## config.mk

```make
export PLATFORM = sky130hd
export DESIGN_NAME = pll_reconf_ctrl
export DESIGN_NICKNAME = d
export VERILOG_FILES = /design/src/rtl/pll_reconf_pkg.sv /design/src/rtl/pll_reconf_rom.sv /design/src/rtl/pll_reconf_ctrl.sv
export SDC_FILE = /design/constraint.sdc
export NUM_CORES = 1
export LEC_CHECK = 0
export BUFFER_PORTS_ARGS = -buffer_cell sky130_fd_sc_hd__buf_2
export CORE_MARGIN = 2
export CORE_UTILIZATION = 50
export CTS_CLUSTER_SIZE = 28
export DETAILED_ROUTE_END_ITERATION = 10
export GPL_ROUTABILITY_DRIVEN = 1
export PLACE_DENSITY = 0.73
export SETUP_SLACK_MARGIN = 0.4
export SLEW_MARGIN = 20
export SYNTH_ARGS = -nofsm -noshare
export SYNTH_HDL_FRONTEND = slang
export SYNTH_SLANG_ARGS = --single-unit
```

## constraint.sdc

```tcl
create_clock -name clk_sys -period 2.75 [get_ports clk_sys]
set_input_delay 0.4125 -clock clk_sys [delete_from_list [all_inputs] [get_ports clk_sys]]
set_output_delay 0.4125 -clock clk_sys [all_outputs]
set_load 0.005 [all_outputs]
```

## src/rtl/pll_reconf_pkg.sv

```systemverilog
// Shared types and register tables for the PLL reconfiguration sequencer.
package pll_reconf_pkg;

  typedef enum logic [3:0] {
    S_IDLE,
    S_W_MODE,
    S_W_N,
    S_W_M,
    S_W_C0,
    S_W_FRAC,
    S_W_START,
    S_WAIT_DONE,
    S_WAIT_LOCK,
    S_SETTLE
  } state_e;

  localparam int CNT_W = 21;

  localparam logic [5:0] ADDR_MODE  = 6'd0;
  localparam logic [5:0] ADDR_START = 6'd2;
  localparam logic [5:0] ADDR_N     = 6'd3;
  localparam logic [5:0] ADDR_M     = 6'd4;
  localparam logic [5:0] ADDR_C0    = 6'd5;
  localparam logic [5:0] ADDR_MFRAC = 6'd7;

  // N and M are shared; only C0 and the fractional M differ between standards.
  localparam logic [31:0] N_NTSC     = 32'h0001_0000;
  localparam logic [31:0] N_PAL      = 32'h0001_0000;
  localparam logic [31:0] M_NTSC     = 32'h0000_0404;
  localparam logic [31:0] M_PAL      = 32'h0000_0404;
  localparam logic [31:0] C0_NTSC    = 32'h0000_0505;
  localparam logic [31:0] C0_PAL     = 32'h0002_0504;
  localparam logic [31:0] MFRAC_NTSC = 32'h9745_BF27;
  localparam logic [31:0] MFRAC_PAL  = 32'hA3D7_09E8;

  function automatic state_e next_write_state(input state_e s);
    case (s)
      S_W_MODE: return S_W_N;
      S_W_N:    return S_W_M;
      S_W_M:    return S_W_C0;
      S_W_C0:   return S_W_FRAC;
      S_W_FRAC: return S_W_START;
      S_W_START: return S_WAIT_DONE;
      default:  return S_IDLE;
    endcase
  endfunction

endpackage

```

## src/rtl/pll_reconf_rom.sv

```systemverilog
// Register table: maps the current write state and latched standard to
// the reconfiguration address/data pair.
module pll_reconf_rom
  import pll_reconf_pkg::*;
(
  input  state_e      state_i,
  input  logic        target_i,
  output logic [5:0]  addr_o,
  output logic [31:0] data_o
);

  always_comb begin
    addr_o = ADDR_MODE;
    data_o = '0;
    case (state_i)
      S_W_MODE: begin
        addr_o = ADDR_MODE;
        data_o = '0;
      end
      S_W_N: begin
        addr_o = ADDR_N;
        data_o = target_i ? N_PAL : N_NTSC;
      end
      S_W_M: begin
        addr_o = ADDR_M;
        data_o = target_i ? M_PAL : M_NTSC;
      end
      S_W_C0: begin
        addr_o = ADDR_C0;
        data_o = target_i ? C0_PAL : C0_NTSC;
      end
      S_W_FRAC: begin
        addr_o = ADDR_MFRAC;
        data_o = target_i ? MFRAC_PAL : MFRAC_NTSC;
      end
      S_W_START: begin
        addr_o = ADDR_START;
        data_o = '0;
      end
      default: ;
    endcase
  end

endmodule

```

## src/rtl/pll_reconf_ctrl.sv

```systemverilog
// Reprograms the video PLL on an NTSC/PAL change and holds the core in reset
// until relock + settle. Define PLL_RECONF_BOOT_EN to program once at boot.
module pll_reconf_ctrl
  import pll_reconf_pkg::*;
#(
  parameter int unsigned SETTLE_CYCLES = 1024,
  parameter int unsigned LOCK_TIMEOUT  = 1048576
) (
  input  logic        clk_sys,
  input  logic        reset,
  input  logic        pal,
  input  logic        pll_locked,
  input  logic        mgmt_waitrequest,
  output logic        mgmt_write,
  output logic [5:0]  mgmt_address,
  output logic [31:0] mgmt_writedata,
  output logic        core_reset,
  output logic        busy,
  output logic        pal_applied,
  output logic        lock_err
);

  localparam logic [CNT_W-1:0] LOCK_LAST   = CNT_W'(LOCK_TIMEOUT - 1);
  localparam logic [CNT_W-1:0] SETTLE_LAST = CNT_W'(SETTLE_CYCLES - 1);

  state_e             state_q, state_d;
  logic               target_q, target_d;
  logic [CNT_W-1:0]   cnt_q, cnt_d, cnt_inc;
  logic               write_q, write_d;
  logic [5:0]         addr_q, addr_d;
  logic [31:0]        data_q, data_d;
  logic               core_reset_q, core_reset_d;
  logic               busy_q, busy_d;
  logic               applied_q, applied_d;
  logic               err_q, err_d;
  logic               pal_meta_q, pal_s_q, lock_meta_q, lock_s_q;
  logic               start_req;
  logic [5:0]         rom_addr;
  logic [31:0]        rom_data;
`ifdef PLL_RECONF_BOOT_EN
  logic               boot_q, boot_d;
`endif

  pll_reconf_rom u_rom (
    .state_i  (state_q),
    .target_i (target_q),
    .addr_o   (rom_addr),
    .data_o   (rom_data)
  );

  assign cnt_inc = (cnt_q == '1) ? cnt_q : cnt_q + CNT_W'(1);

`ifdef PLL_RECONF_BOOT_EN
  assign start_req = boot_q || (pal_s_q != applied_q);
`else
  assign start_req = (pal_s_q != applied_q);
`endif

  always_comb begin
    state_d      = state_q;
    target_d     = target_q;
    cnt_d        = cnt_q;
    write_d      = 1'b0;
    addr_d       = addr_q;
    data_d       = data_q;
    core_reset_d = core_reset_q;
    busy_d       = busy_q;
    applied_d    = applied_q;
    err_d        = err_q;
`ifdef PLL_RECONF_BOOT_EN
    boot_d       = boot_q;
`endif
    case (state_q)
      S_IDLE: begin
        if (start_req) begin
          target_d     = pal_s_q;
          busy_d       = 1'b1;
          core_reset_d = 1'b1;
          err_d        = 1'b0;
          state_d      = S_W_MODE;
`ifdef PLL_RECONF_BOOT_EN
          boot_d       = 1'b0;
`endif
        end
      end
      S_W_MODE, S_W_N, S_W_M, S_W_C0, S_W_FRAC, S_W_START: begin
        if (!mgmt_waitrequest) begin
          write_d = 1'b1;
          addr_d  = rom_addr;
          data_d  = rom_data;
          state_d = next_write_state(state_q);
        end
      end
      S_WAIT_DONE: begin
        if (!mgmt_waitrequest) begin
          cnt_d   = '0;
          state_d = S_WAIT_LOCK;
        end
      end
      S_WAIT_LOCK: begin
        // Lock wins over a timeout that expires on the same cycle.
        if (lock_s_q) begin
          cnt_d   = '0;
          state_d = S_SETTLE;
        end else if (cnt_q == LOCK_LAST) begin
          err_d   = 1'b1;
          cnt_d   = '0;
          state_d = S_SETTLE;
        end else begin
          cnt_d = cnt_inc;
        end
      end
      S_SETTLE: begin
        if (cnt_q == SETTLE_LAST) begin
          applied_d    = target_q;
          core_reset_d = 1'b0;
          busy_d       = 1'b0;
          cnt_d        = '0;
          state_d      = S_IDLE;
        end else begin
          cnt_d = cnt_inc;
        end
      end
      default: state_d = S_IDLE;
    endcase
  end

  always_ff @(posedge clk_sys or posedge reset) begin
    if (reset) begin
      state_q      <= S_IDLE;
      target_q     <= 1'b0;
      cnt_q        <= '0;
      write_q      <= 1'b0;
      addr_q       <= '0;
      data_q       <= '0;
      core_reset_q <= 1'b0;
      busy_q       <= 1'b0;
      applied_q    <= 1'b0;
      err_q        <= 1'b0;
      pal_meta_q   <= 1'b0;
      pal_s_q      <= 1'b0;
      lock_meta_q  <= 1'b0;
      lock_s_q     <= 1'b0;
`ifdef PLL_RECONF_BOOT_EN
      boot_q       <= 1'b1;
`endif
    end else begin
      state_q      <= state_d;
      target_q     <= target_d;
      cnt_q        <= cnt_d;
      write_q      <= write_d;
      addr_q       <= addr_d;
      data_q       <= data_d;
      core_reset_q <= core_reset_d;
      busy_q       <= busy_d;
      applied_q    <= applied_d;
      err_q        <= err_d;
      pal_meta_q   <= pal;
      pal_s_q      <= pal_meta_q;
      lock_meta_q  <= pll_locked;
      lock_s_q     <= lock_meta_q;
`ifdef PLL_RECONF_BOOT_EN
      boot_q       <= boot_d;
`endif
    end
  end

  assign mgmt_write     = write_q;
  assign mgmt_address   = addr_q;
  assign mgmt_writedata = data_q;
  assign core_reset     = core_reset_q;
  assign busy           = busy_q;
  assign pal_applied    = applied_q;
  assign lock_err       = err_q;

endmodule

```

==> impl_metrics.env, run 1 <==
export IMPL_grt_max_degree=46
export IMPL_detail_route_antenna_nets=0
export IMPL_rsz0062_at_grt="no"
export IMPL_critPathLaunchType="flip-flop"
export IMPL_grt_pass1_vias=2190
export IMPL_drt_initial_drc_count=250
export IMPL_ios=48
export IMPL_crit_path_max_fanout=12
export IMPL_dieArea_mm2=0.00625
export IMPL_hpwlAfterDp_um=4580
export IMPL_worstMarginPinSlew_ns=0.944
export IMPL_portBuffers=38
export IMPL_firstDrtPassIters=4
export IMPL_wl_um=6640
export IMPL_timing_setup_tns_ns=0
export IMPL_post_cts_buffers=0
export IMPL_avgSynthCellArea_um2=8.78
export IMPL_powerDensity_mw_per_mm2=923
export IMPL_antenna_found_initial=0
export IMPL_period_minus_slack_ns=2.27
export IMPL_finalNetCount=344
export IMPL_maxCapViolCount=0
export IMPL_cts_clk_slew_worst_paths_ns=0.09
export IMPL_regArea_mm2=0.00113
export IMPL_die_height_um=79.1
export IMPL_multi_input_area_mm2=0.00142
export IMPL_initial_core_util_pct=51.5
export IMPL_synth_ff_type="dfrtp_1"
export IMPL_vias_per_cell=6.07
export IMPL_die_w_um=79.1
export IMPL_core_mm2=0.00547
export IMPL_end_kind="flip-flop"
export IMPL_grt_pass1_wl_um=10900
export IMPL_numCtsBuffers=5
export IMPL_area_growth_pct=7.41
export IMPL_leakagePower_uw=0.00133
export IMPL_max_stage_delay_ns=0.56
export IMPL_irDropWorstVdd_mv=0.475
export IMPL_synthDistinctLibCells=52
export IMPL_crit_type="reg -> reg"
export IMPL_worst_skew_pair_late_latency_ns=0.31
export IMPL_crit_chain="or4_4, nor3_4, a311oi_4, buf_4, or3_1, a221o_1"
export IMPL_vias=2493
export IMPL_place_inst=403
export IMPL_cts_tree="done"
export IMPL_setup_viol=0
export IMPL_required_ns=2.95
export IMPL_overflow=0
export IMPL_gp_congestion=0.919
export IMPL_cts_root_buf="clkbuf_8"
export IMPL_rows=27
export IMPL_place_ws_ns=0.461
export IMPL_final_setup_skew_ns=0.0112
export IMPL_async_flop_share_pct=100
export IMPL_dpl_cell_area_mm2=0.00292
export IMPL_max_slew_margin_pct=37.1
export IMPL_path_buf_inv=1
export IMPL_synth_edff_count=0
export IMPL_run_status="complete, no violations"
export IMPL_cts_sinks=45
export IMPL_hold_violations=0
export IMPL_diodes=0
export IMPL_fillers=510
export IMPL_whs_ns=0.216
export IMPL_cp_arrival_ns=2.46
export IMPL_ys_ff_latch=45
export IMPL_drv_slew=0
export IMPL_final_layout_size_suffix_gt1_share_pct=21.2
export IMPL_htree_levels=2
export IMPL_syn_inst=321
export IMPL_ctsLongestPathBuffers=2
export IMPL_fin_crit_sh_pct=82.4
export IMPL_final_cell_count_no_fill=411
export IMPL_finalInstanceArea_mm2=0.00303
export IMPL_drc=0
export IMPL_grt_util_all_layers_pct=21.7
export IMPL_setup_ws_ns=0.483
export IMPL_crit_family="simple AND/OR/NAND/NOR gates"
export IMPL_netlist_area_mm2=0.00282
export IMPL_wl_per_cell_um=16.2
export IMPL_cpMaxStageDelayCell="or4_4"
export IMPL_hold_class="in -> reg"
export IMPL_fmax_mhz=441
export IMPL_yosysSeqAreaShare_pct=39.9
export IMPL_yosysWarnings=0
-- logic make-up after synthesis --
logic type,share of synthesized area (%)
AOI/OAI and AO/OA,22.1
xor gates and xnor gates,0.311
adders and majority gates,0.444
buffers and inverters,11.4
DFF,39.9
muxes,1.95
other,0.133
and+or+nand+nor,23.7
-- flip-flops by register name (all words and copies together) (netlist names) --
register and cells:
pal_s_q 1, lock_err 1, mgmt_write 1, lock_s_q 1, lock_meta_q 1, target_q 1, mgmt_address 3, busy 1
cnt_q 21, pal_applied 1, pal_meta_q 1, mgmt_writedata 8, state_q 4
-- path summary, 6_finish.rpt --
check,start,endpoint,slack (ns),cells after the start
min reg2reg,lock_meta_q$_DFF_PP0_,lock_s_q$_DFF_PP0_,0.35,0
max reg2reg,cnt_q[12]$_DFFE_PP0P_,state_q[2]$_DFFE_PP0P_,0.48,6
max in group asynchronous,reset,mgmt_writedata[8]$_DFFE_PP0P_,1.84,2
min in group asynchronous,reset,cnt_q[5]$_DFFE_PP0P_,0.30,2
min,pal,pal_meta_q$_DFF_PP0_,0.22,1
max,cnt_q[12]$_DFFE_PP0P_,state_q[2]$_DFFE_PP0P_,0.48,6
-- timing repair --
item | CTS | global route
hold buffers | 0 | 0
endpoints found under the setup margin | 0 | 7
resized for setup | 0 | 4
-- metrics by stage --
step / utilization, % / total power (uW)
finish: 55.3 / 2790
global route: 55.3 / 3020
CTS: 55.0 / 2790
detailed placement: 53.4 / 2370
global placement: 53.4 / 2340
floorplan: - / 2080
-- cells in the final DEF (no fill, tap or decap), drive strengths merged, types with 2 or more instances in the layout --
| cell type | synthesis | routed |
|---|---|---|
| buf | 34 | 48 |
| dfrtp | 45 | 45 |
| nand2 | 35 | 35 |
| nor2 | 21 | 21 |
| o21ai | 17 | 17 |
| nand3 | 13 | 13 |
| a21oi | 13 | 13 |
| o22ai | 11 | 11 |
| nand4 | 10 | 10 |
| inv | 10 | 10 |
| and4 | 9 | 9 |
| conb | 1 | 9 |
| o211ai | 7 | 7 |
| o221ai | 7 | 7 |
| nor3 | 7 | 7 |
| clkbuf | 12 | 6 |
| and3 | 5 | 5 |
| a31oi | 5 | 5 |
| a22oi | 4 | 4 |
| nor4 | 4 | 4 |
| mux2 | 4 | 4 |
| nand2b | 3 | 3 |
| nor2b | 3 | 3 |
| or2 | 3 | 3 |
| o2bb2ai | 3 | 3 |
| or3 | 3 | 3 |
| a211oi | 3 | 3 |
| or4 | 3 | 3 |
| and2 | 3 | 3 |
| nand3b | 2 | 2 |
| o21bai | 2 | 2 |
| o31ai | 2 | 2 |
| o41ai | 2 | 2 |
| clkinvlp | 0 | 2 |
-- synthesized netlist by cell type, types with 2 or more instances --
| library cell | instances | area [um2] |
|---|---|---|
| buf_2 | 5 | 25.0 |
| dfrtp_1 | 45 | 1130 |
| clkbuf_1 | 12 | 45.0 |
| and2_1 | 3 | 18.8 |
| mux2_2 | 4 | 45.0 |
| nor4_1 | 4 | 25.0 |
| inv_1 | 10 | 37.5 |
| and3_1 | 5 | 31.3 |
| or2_2 | 3 | 18.8 |
| buf_4 | 28 | 210 |
| a211oi_1 | 3 | 22.5 |
| or3_1 | 3 | 18.8 |
| o21ai_0 | 17 | 85.1 |
| o221ai_1 | 7 | 61.3 |
| nand3b_1 | 2 | 15.0 |
| nor3_4 | 2 | 32.5 |
| a21oi_1 | 13 | 65.1 |
| o211ai_1 | 7 | 52.6 |
| o21bai_1 | 2 | 15.0 |
| nand2b_1 | 3 | 18.8 |
| o22ai_1 | 11 | 68.8 |
| nand2_1 | 35 | 131 |
| a22oi_1 | 4 | 30.0 |
| and4_1 | 9 | 78.8 |
| nand3_1 | 13 | 65.1 |
| nor3_1 | 5 | 25.0 |
| nor2b_1 | 3 | 18.8 |
| nand4_1 | 10 | 62.6 |
| or4_4 | 2 | 22.5 |
| o41ai_1 | 2 | 17.5 |
| o2bb2ai_1 | 3 | 26.3 |
| nor2_1 | 21 | 78.8 |
| a31oi_1 | 5 | 31.3 |
| o31ai_1 | 2 | 15.0 |
-- metal layers --
metal	global-route usage [%]	part of all wire, %	up-vias
met1	32.1	47	1208
li1	-	-	1194
met4	7.07	1.6	0
met5	0	0	-
met3	3.86	5.1	12
met2	32.4	47	79
-- worst register-to-register path, delay by kind of cell (launching register included) --
family	cells	cell delay (ns)
flip-flops	1	0.44
AO/OA/AOI/OAI	2	0.42
AND/OR/NAND/NOR	3	1.12
buffers and inverters	1	0.19
-- cell type report --
class | count | share of cell area [%]
clock buffer | 6 | 2.40
tap | 72 | 2.98
clock inverter | 2 | 0.496
timing repair buffer | 48 | 8.76
inverter | 10 | 1.24
multi-input combinational | 228 | 46.9
sequential | 45 | 37.2
-- power breakdown --
group / leakage, uW / internal [uW] / switching (uW) / total (uW)
sequential: 0.000578 / 900 / 313 / 1210
clock: 0.0000374 / 179 / 239 / 419
combinational: 0.000714 / 530 / 633 / 1160
Note: power is estimated with default switching activity, not from simulation.
==> run 2: changes to the inputs <==
--- a/config.mk
+++ b/config.mk
@@ -5,13 +5,14 @@
 export SDC_FILE = /design/constraint.sdc
 export NUM_CORES = 1
 export LEC_CHECK = 0
+export ABC_AREA = 1
 export BUFFER_PORTS_ARGS = -buffer_cell sky130_fd_sc_hd__buf_2
 export CORE_MARGIN = 2
 export CORE_UTILIZATION = 50
 export CTS_CLUSTER_SIZE = 28
 export DETAILED_ROUTE_END_ITERATION = 10
 export GPL_ROUTABILITY_DRIVEN = 1
-export PLACE_DENSITY = 0.73
+export PLACE_DENSITY = 0.76
 export SETUP_SLACK_MARGIN = 0.4
 export SLEW_MARGIN = 20
 export SYNTH_ARGS = -nofsm -noshare
==> constraint.sdc (replaced) <==
create_clock -name clk_sys -period 1.9 [get_ports clk_sys]
set_input_delay 0.285 -clock clk_sys [delete_from_list [all_inputs] [get_ports clk_sys]]
set_output_delay 0.285 -clock clk_sys [all_outputs]
set_load 0.005 [all_outputs]
==> run 2 against run 1 <==
Die area up 4.5%. Synthesized area up 4.7%. Clock-buffer cell count shrank 1. First-iteration DRC count is 33% higher. Flip-flop and latch count stayed put. Wire length is 32% higher. Critical path depth increased by 3. Sequential share of layout area is 6.7 points lower. Synthesized cell count up 26%. Critical path type unchanged. Largest cell class unchanged. Highest routed layer unchanged.
==> impl_metrics.env, run 2 <==
export IMPL_run_status="complete, no violations"
export IMPL_die_w_um=80.9
export IMPL_synth_area_leaders="dfrtp_1 38%, nand2_1 18%, buf_4 7.4%, nor2_1 6.6%, nand3_1 5.3%"
export IMPL_final_cell_count_no_fill=543
export IMPL_vias_per_cell=5.56
export IMPL_yosysSeqAreaShare_pct=38.1
export IMPL_rsz0062_at_grt="yes"
export IMPL_synthDistinctLibCells=36
export IMPL_place_inst=496
export IMPL_final_setup_skew_ns=0.00320
export IMPL_portBuffers=38
export IMPL_dpl_cell_area_mm2=0.00307
export IMPL_wl_per_cell_um=16.2
export IMPL_diodes=0
export IMPL_rows=27
export IMPL_r2r_slack_ns=0.24
export IMPL_power_total_uw=5730
export IMPL_netlist_area_mm2=0.00295
export IMPL_grt_pass1_vias=2397
export IMPL_place_ws_ns=0.213
export IMPL_hold_violations=0
export IMPL_initial_core_util_pct=52.7
export IMPL_async_flop_share_pct=100
export IMPL_cts_sinks=45
export IMPL_finalNetCount=476
export IMPL_die_height_um=80.9
export IMPL_r2r_cells=9
export IMPL_avgSynthCellArea_um2=7.27
export IMPL_grt_util_all_layers_pct=22.1
export IMPL_setup_ws_ns=0.237
export IMPL_core_mm2=0.00561
export IMPL_syn_inst=406
export IMPL_fin_crit_sh_pct=87.5
export IMPL_hold_class="in -> async"
export IMPL_synth_top_area_share_pct=38.1
export IMPL_final_layout_size_suffix_gt1_share_pct=37.8
export IMPL_leakagePower_uw=0.00185
export IMPL_reg2reg_from="cnt_q[11]$_DFFE_PP0P_"
export IMPL_layout_common_cells="127 x nand2_1, 39 x nor2_1, 38 x buf_2, 36 x buf_4, 31 x dfrtp_1"
export IMPL_synth_ff_type="dfrtp_1"
export IMPL_drc=0
export IMPL_finalInstanceArea_mm2=0.00375
export IMPL_fillers=425
export IMPL_grt_max_degree=30
export IMPL_reg2reg_to="cnt_q[18]$_DFFE_PP0P_"
export IMPL_critPathLaunchType="flip-flop"
export IMPL_worstMarginPinSlew_ns=0.633
export IMPL_cts_root_buf="clkbuf_8"
export IMPL_crit_type="reg -> reg"
export IMPL_crit_path_max_fanout=5
export IMPL_yosys_top_cells_count="139 x nand2_1, 52 x nor2_1, 45 x dfrtp_1, 31 x nand3_1, 29 x buf_4"
export IMPL_synth_edff_count=0
export IMPL_htree_levels=2
export IMPL_setup_viol=0
export IMPL_detail_route_antenna_nets=0
export IMPL_maxCapViolCount=0
export IMPL_largest_reg_flops=21
export IMPL_period_minus_slack_ns=1.66
export IMPL_fmax_mhz=601
export IMPL_gp_congestion=0.929
export IMPL_ys_ff_latch=45
export IMPL_max_slew_margin_pct=57.7
export IMPL_end_kind="flip-flop"
export IMPL_yosys_cell_count_top_type="nand2_1"
export IMPL_timing_setup_tns_ns=0
export IMPL_cp_arrival_ns=1.88
export IMPL_irDropWorstVdd_mv=0.934
export IMPL_antenna_found_initial=0
export IMPL_overflow=0
export IMPL_area_growth_pct=27.0
export IMPL_cts_tree="done"
export IMPL_regMostFlops="cnt_q"
export IMPL_drv_slew=0
export IMPL_synth_top_area_cell="dfrtp_1"
export IMPL_regArea_mm2=0.00114
export IMPL_ctsLongestPathBuffers=2
export IMPL_grt_pass1_wl_um=11300
export IMPL_ios=48
export IMPL_cts_clk_slew_worst_paths_ns=0.10
export IMPL_holdBufCountCts=0
export IMPL_worst_skew_pair_late_latency_ns=0.32
export IMPL_yosysWarnings=0
export IMPL_final_common_cell="nand2_1"
export IMPL_firstDrtPassIters=6
export IMPL_wl_um=8780
export IMPL_drt_initial_drc_count=332
export IMPL_vias=3021
export IMPL_hpwlAfterDp_um=4810
export IMPL_multi_input_area_mm2=0.00173
export IMPL_dieArea_mm2=0.00654
export IMPL_required_ns=2.12
export IMPL_numCtsBuffers=5
export IMPL_powerDensity_mw_per_mm2=1530
==> run 2: cell types whose count changed after synthesis, sizes merged, moves of 10 or more <==
cell / delta
o22ai: -10
nand2: +114
nor2: +42
nand3: +23
clkbuf: -11
inv: +23
==> run 2: final cells by class <==
class                           instances  area share (%)
Timing Repair inverter                  1           0.167
Clock buffer                            5            1.84
Sequential cell                        45            30.5
Multi-Input combinational cell        306            46.2
Timing Repair Buffer                   78            14.5
Clock inverter                          3           0.667
Inverter                               33            3.64
Tap cell                               72            2.40
==> run 2: worst max path at each step <==
stage,startpoint,to,slack [ns],cells past startpoint
after floorplan,cnt_q[0]$_DFFE_PP0P_,cnt_q[10]$_DFFE_PP0P_,0.41,11
after global placement,cnt_q[0]$_DFFE_PP0P_,pal_applied$_DFFE_PP0P_,0.25,8
after detailed placement,cnt_q[0]$_DFFE_PP0P_,pal_applied$_DFFE_PP0P_,0.21,8
after CTS,cnt_q[1]$_DFFE_PP0P_,state_q[3]$_DFFE_PP0P_,0.36,9
after global routing,cnt_q[11]$_DFFE_PP0P_,cnt_q[18]$_DFFE_PP0P_,0.17,9
final,cnt_q[11]$_DFFE_PP0P_,cnt_q[18]$_DFFE_PP0P_,0.24,9
==> run 2: kinds of logic (layout without fill, tap and decap cells) <==
| group | after synthesis | count (layout) | synth area share, % |
|---|---|---|---|
| AO/OA/AOI/OAI | 22 | 22 | 4.49 |
| XOR/XNOR | 11 | 11 | 3.26 |
| adder cells (fa/ha/maj) | 1 | 1 | 0.424 |
| buffers and inverters | 66 | 120 | 12.8 |
| flip-flops | 45 | 45 | 38.1 |
| other | 1 | 9 | 0.127 |
| AND/OR/NAND/NOR | 260 | 263 | 40.8 |
==> run 2: routing by layer <==
layer	wire, um	share of wire [%]	up-vias	track usage (%)
met5	0	0	-	0
met4	325	3.7	0	7.12
met3	731	8.3	39	4.33
met2	4220	48	187	34.6
met1	3500	40	1414	30.9
li1	-	-	1381	-
==> run 2: timing repair <==
item | in CTS | in global routing
setup endpoints to repair | 36 | 38
cloned | 0 | 5
buffers inserted | 10 | 24
pin swaps | 2 | 19
resized for setup | 17 | 54
==> run 2: per-stage QoR <==
stage | utilization [%] | hold WS [ns]
after global routing | 66.9 | 0.0535
after floorplan | - | 0.316
after CTS | 58.7 | 0.0637
after detailed placement | 54.8 | 0.341
final | 66.9 | 0.0342
after global placement | 54.8 | 0.333
==> run 2: where the power goes <==
| group | switching (uW) | internal, uW | leakage [uW] |
|---|---|---|---|
| Clock | 398 | 269 | 0.0000452 |
| Sequential | 511 | 1370 | 0.000547 |
| Combinational | 1780 | 1400 | 0.00125 |
| Total | 2690 | 3040 | 0.00185 |
==> run 2: worst max-delay path: stages, from the launching register on <==
cell	delay, ns
dfrtp_2	0.44
nand2_2	0.10
nor2_1	0.24
nand2_1	0.12
nor2_1	0.21
nand3_1	0.17
nand2_1	0.12
nand2_1	0.06
nand2_1	0.05
nand2_1	0.05
==> run 3: changes to the inputs <==
--- a/config.mk
+++ b/config.mk
@@ -8,11 +8,11 @@
 export ABC_AREA = 1
 export BUFFER_PORTS_ARGS = -buffer_cell sky130_fd_sc_hd__buf_2
 export CORE_MARGIN = 2
-export CORE_UTILIZATION = 50
+export CORE_UTILIZATION = 51
 export CTS_CLUSTER_SIZE = 28
 export DETAILED_ROUTE_END_ITERATION = 10
 export GPL_ROUTABILITY_DRIVEN = 1
-export PLACE_DENSITY = 0.76
+export PLACE_DENSITY = 0.82
 export SETUP_SLACK_MARGIN = 0.4
 export SLEW_MARGIN = 20
 export SYNTH_ARGS = -nofsm -noshare
==> run 3 against run 2 <==
Via count grew 5.5%. Final cell count grew 1.1%. First-iteration DRC count grew 82%. Wire length grew 11%. Design area grew 3.1%. Worst setup slack lost 0.046 ns. Largest power group unchanged.
==> impl_metrics.env, run 3 (synthesis gave the netlist of run 2 again) <==
export IMPL_run_status="complete, no violations"
export IMPL_initial_core_util_pct=53.3
export IMPL_setup_viol=0
export IMPL_hpwlAfterDp_um=4770
export IMPL_cp_arrival_ns=1.91
export IMPL_irDropWorstVdd_mv=0.858
export IMPL_ctsLongestPathBuffers=2
export IMPL_vias_per_cell=5.81
export IMPL_die_height_um=80.1
export IMPL_grt_util_all_layers_pct=25.9
export IMPL_crit_path_max_fanout=3
export IMPL_finalNetCount=482
export IMPL_end_kind="flip-flop"
export IMPL_largest_reg_flops=21
export IMPL_cpMostUsedCell="nand2_1"
export IMPL_gp_congestion=0.927
export IMPL_core_mm2=0.00554
export IMPL_crit_type="reg -> reg"
export IMPL_cts_root_buf="clkbuf_8"
export IMPL_firstDrtPassIters=5
export IMPL_cts_sinks=45
export IMPL_portBuffers=38
export IMPL_rows=27
export IMPL_die_w_um=80.1
export IMPL_max_slew_margin_pct=58.7
export IMPL_grt_pass1_vias=2766
export IMPL_wl_um=9770
export IMPL_drt_initial_drc_count=604
export IMPL_drv_slew=0
export IMPL_worstMarginPinSlew_ns=0.618
export IMPL_cpMaxStageDelayCell="dfrtp_1"
export IMPL_dpl_cell_area_mm2=0.00306
export IMPL_final_layout_size_suffix_gt1_share_pct=43.4
export IMPL_detail_route_antenna_nets=0
export IMPL_hold_class="in -> async"
export IMPL_regMostFlops="cnt_q"
export IMPL_diodes=0
export IMPL_cts_clk_slew_worst_paths_ns=0.09
export IMPL_overflow=0
export IMPL_period_minus_slack_ns=1.71
export IMPL_htree_levels=2
export IMPL_finalInstanceArea_mm2=0.00387
export IMPL_grt_pass1_wl_um=12800
export IMPL_rsz0062_at_grt="yes"
export IMPL_vias=3187
export IMPL_power_total_uw=5750
export IMPL_ios=48
export IMPL_required_ns=2.10
export IMPL_r2r_slack_ns=0.19
export IMPL_max_stage_delay_ns=0.46
export IMPL_dieArea_mm2=0.00641
export IMPL_worst_skew_pair_late_latency_ns=0.32
export IMPL_final_setup_skew_ns=0.0115
export IMPL_numCtsBuffers=5
export IMPL_area_growth_pct=31.0
export IMPL_leakagePower_uw=0.00191
export IMPL_critPathLaunchType="flip-flop"
export IMPL_drc=0
export IMPL_grt_max_degree=30
export IMPL_crit_family="simple AND/OR/NAND/NOR gates"
export IMPL_path_buf_inv=1
export IMPL_fin_crit_sh_pct=89.9
export IMPL_powerDensity_mw_per_mm2=1490
export IMPL_maxCapViolCount=0
export IMPL_whs_ns=0.0339
export IMPL_antenna_found_initial=0
export IMPL_wl_per_cell_um=17.8
export IMPL_fmax_mhz=585
export IMPL_layout_common_cells="117 x nand2_1, 41 x buf_4, 38 x buf_2, 33 x nor2_1, 29 x dfrtp_1"
export IMPL_timing_setup_tns_ns=0
export IMPL_final_common_cell="nand2_1"
export IMPL_hold_violations=0
export IMPL_cts_tree="done"
export IMPL_crit_chain="buf_4, nand2_1, nor2_1, nand2_1, nor2_2, nand3_1, nand2_1, nand2_1, nand2_1, nand2_1"
==> run 3: worst paths after layout <==
check | from | end | cells past startpoint
min reg2reg | lock_meta_q$_DFF_PP0_ | lock_s_q$_DFF_PP0_ | 0
max in group asynchronous | reset | cnt_q[18]$_DFFE_PP0P_ | 3
min in group clk_sys | pll_locked | lock_meta_q$_DFF_PP0_ | 1
max reg2reg | cnt_q[8]$_DFFE_PP0P_ | cnt_q[17]$_DFFE_PP0P_ | 10
max | cnt_q[8]$_DFFE_PP0P_ | cnt_q[17]$_DFFE_PP0P_ | 10
min | reset | cnt_q[2]$_DFFE_PP0P_ | 2
==> run 3: stage by stage <==
step	util (%)	instances	setup slack, ns
after floorplan	-	414	0.408
after global placement	55.3	495	0.271
after detailed placement	55.3	495	0.180
after CTS	62.4	527	0.383
after global routing	69.8	549	0.138
final	69.8	549	0.192
==> run 3: where the power goes <==
group | leakage [uW] | switching (uW) | internal [uW]
logic | 0.00131 | 1820 | 1260
clock network | 0.0000554 | 352 | 395
registers | 0.000545 | 558 | 1380
==> run 3: layout make-up <==
cell class | count | area (um2)
multi-input cells | 304 | 1770
flip-flops and latches | 45 | 1150
inverters | 33 | 140
well taps | 72 | 90.1
repair buffers | 86 | 599
repair inverters | 1 | 7.51
fillers | 376 | 1670
clock buffers | 6 | 72.6
clock inverters | 2 | 38.8
==> run 3: per-layer routing <==
| layer | up-vias | GRT usage (%) | share of wire, % |
|---|---|---|---|
| met3 | 78 | 4.94 | 9.1 |
| met2 | 246 | 40.9 | 47 |
| met1 | 1482 | 32.6 | 37 |
| met4 | 0 | 16.4 | 7.0 |
| li1 | 1381 | - | - |
| met5 | - | 0 | 0 |
==> run 3: repair_timing <==
item | 4_1_cts | 5_1_grt
setup endpoints to repair | 37 | 40
resized for setup | 31 | 70
hold buffers | 0 | 0
pin swaps | 12 | 23
setup buffers | 23 | 20
cloned | 1 | 2
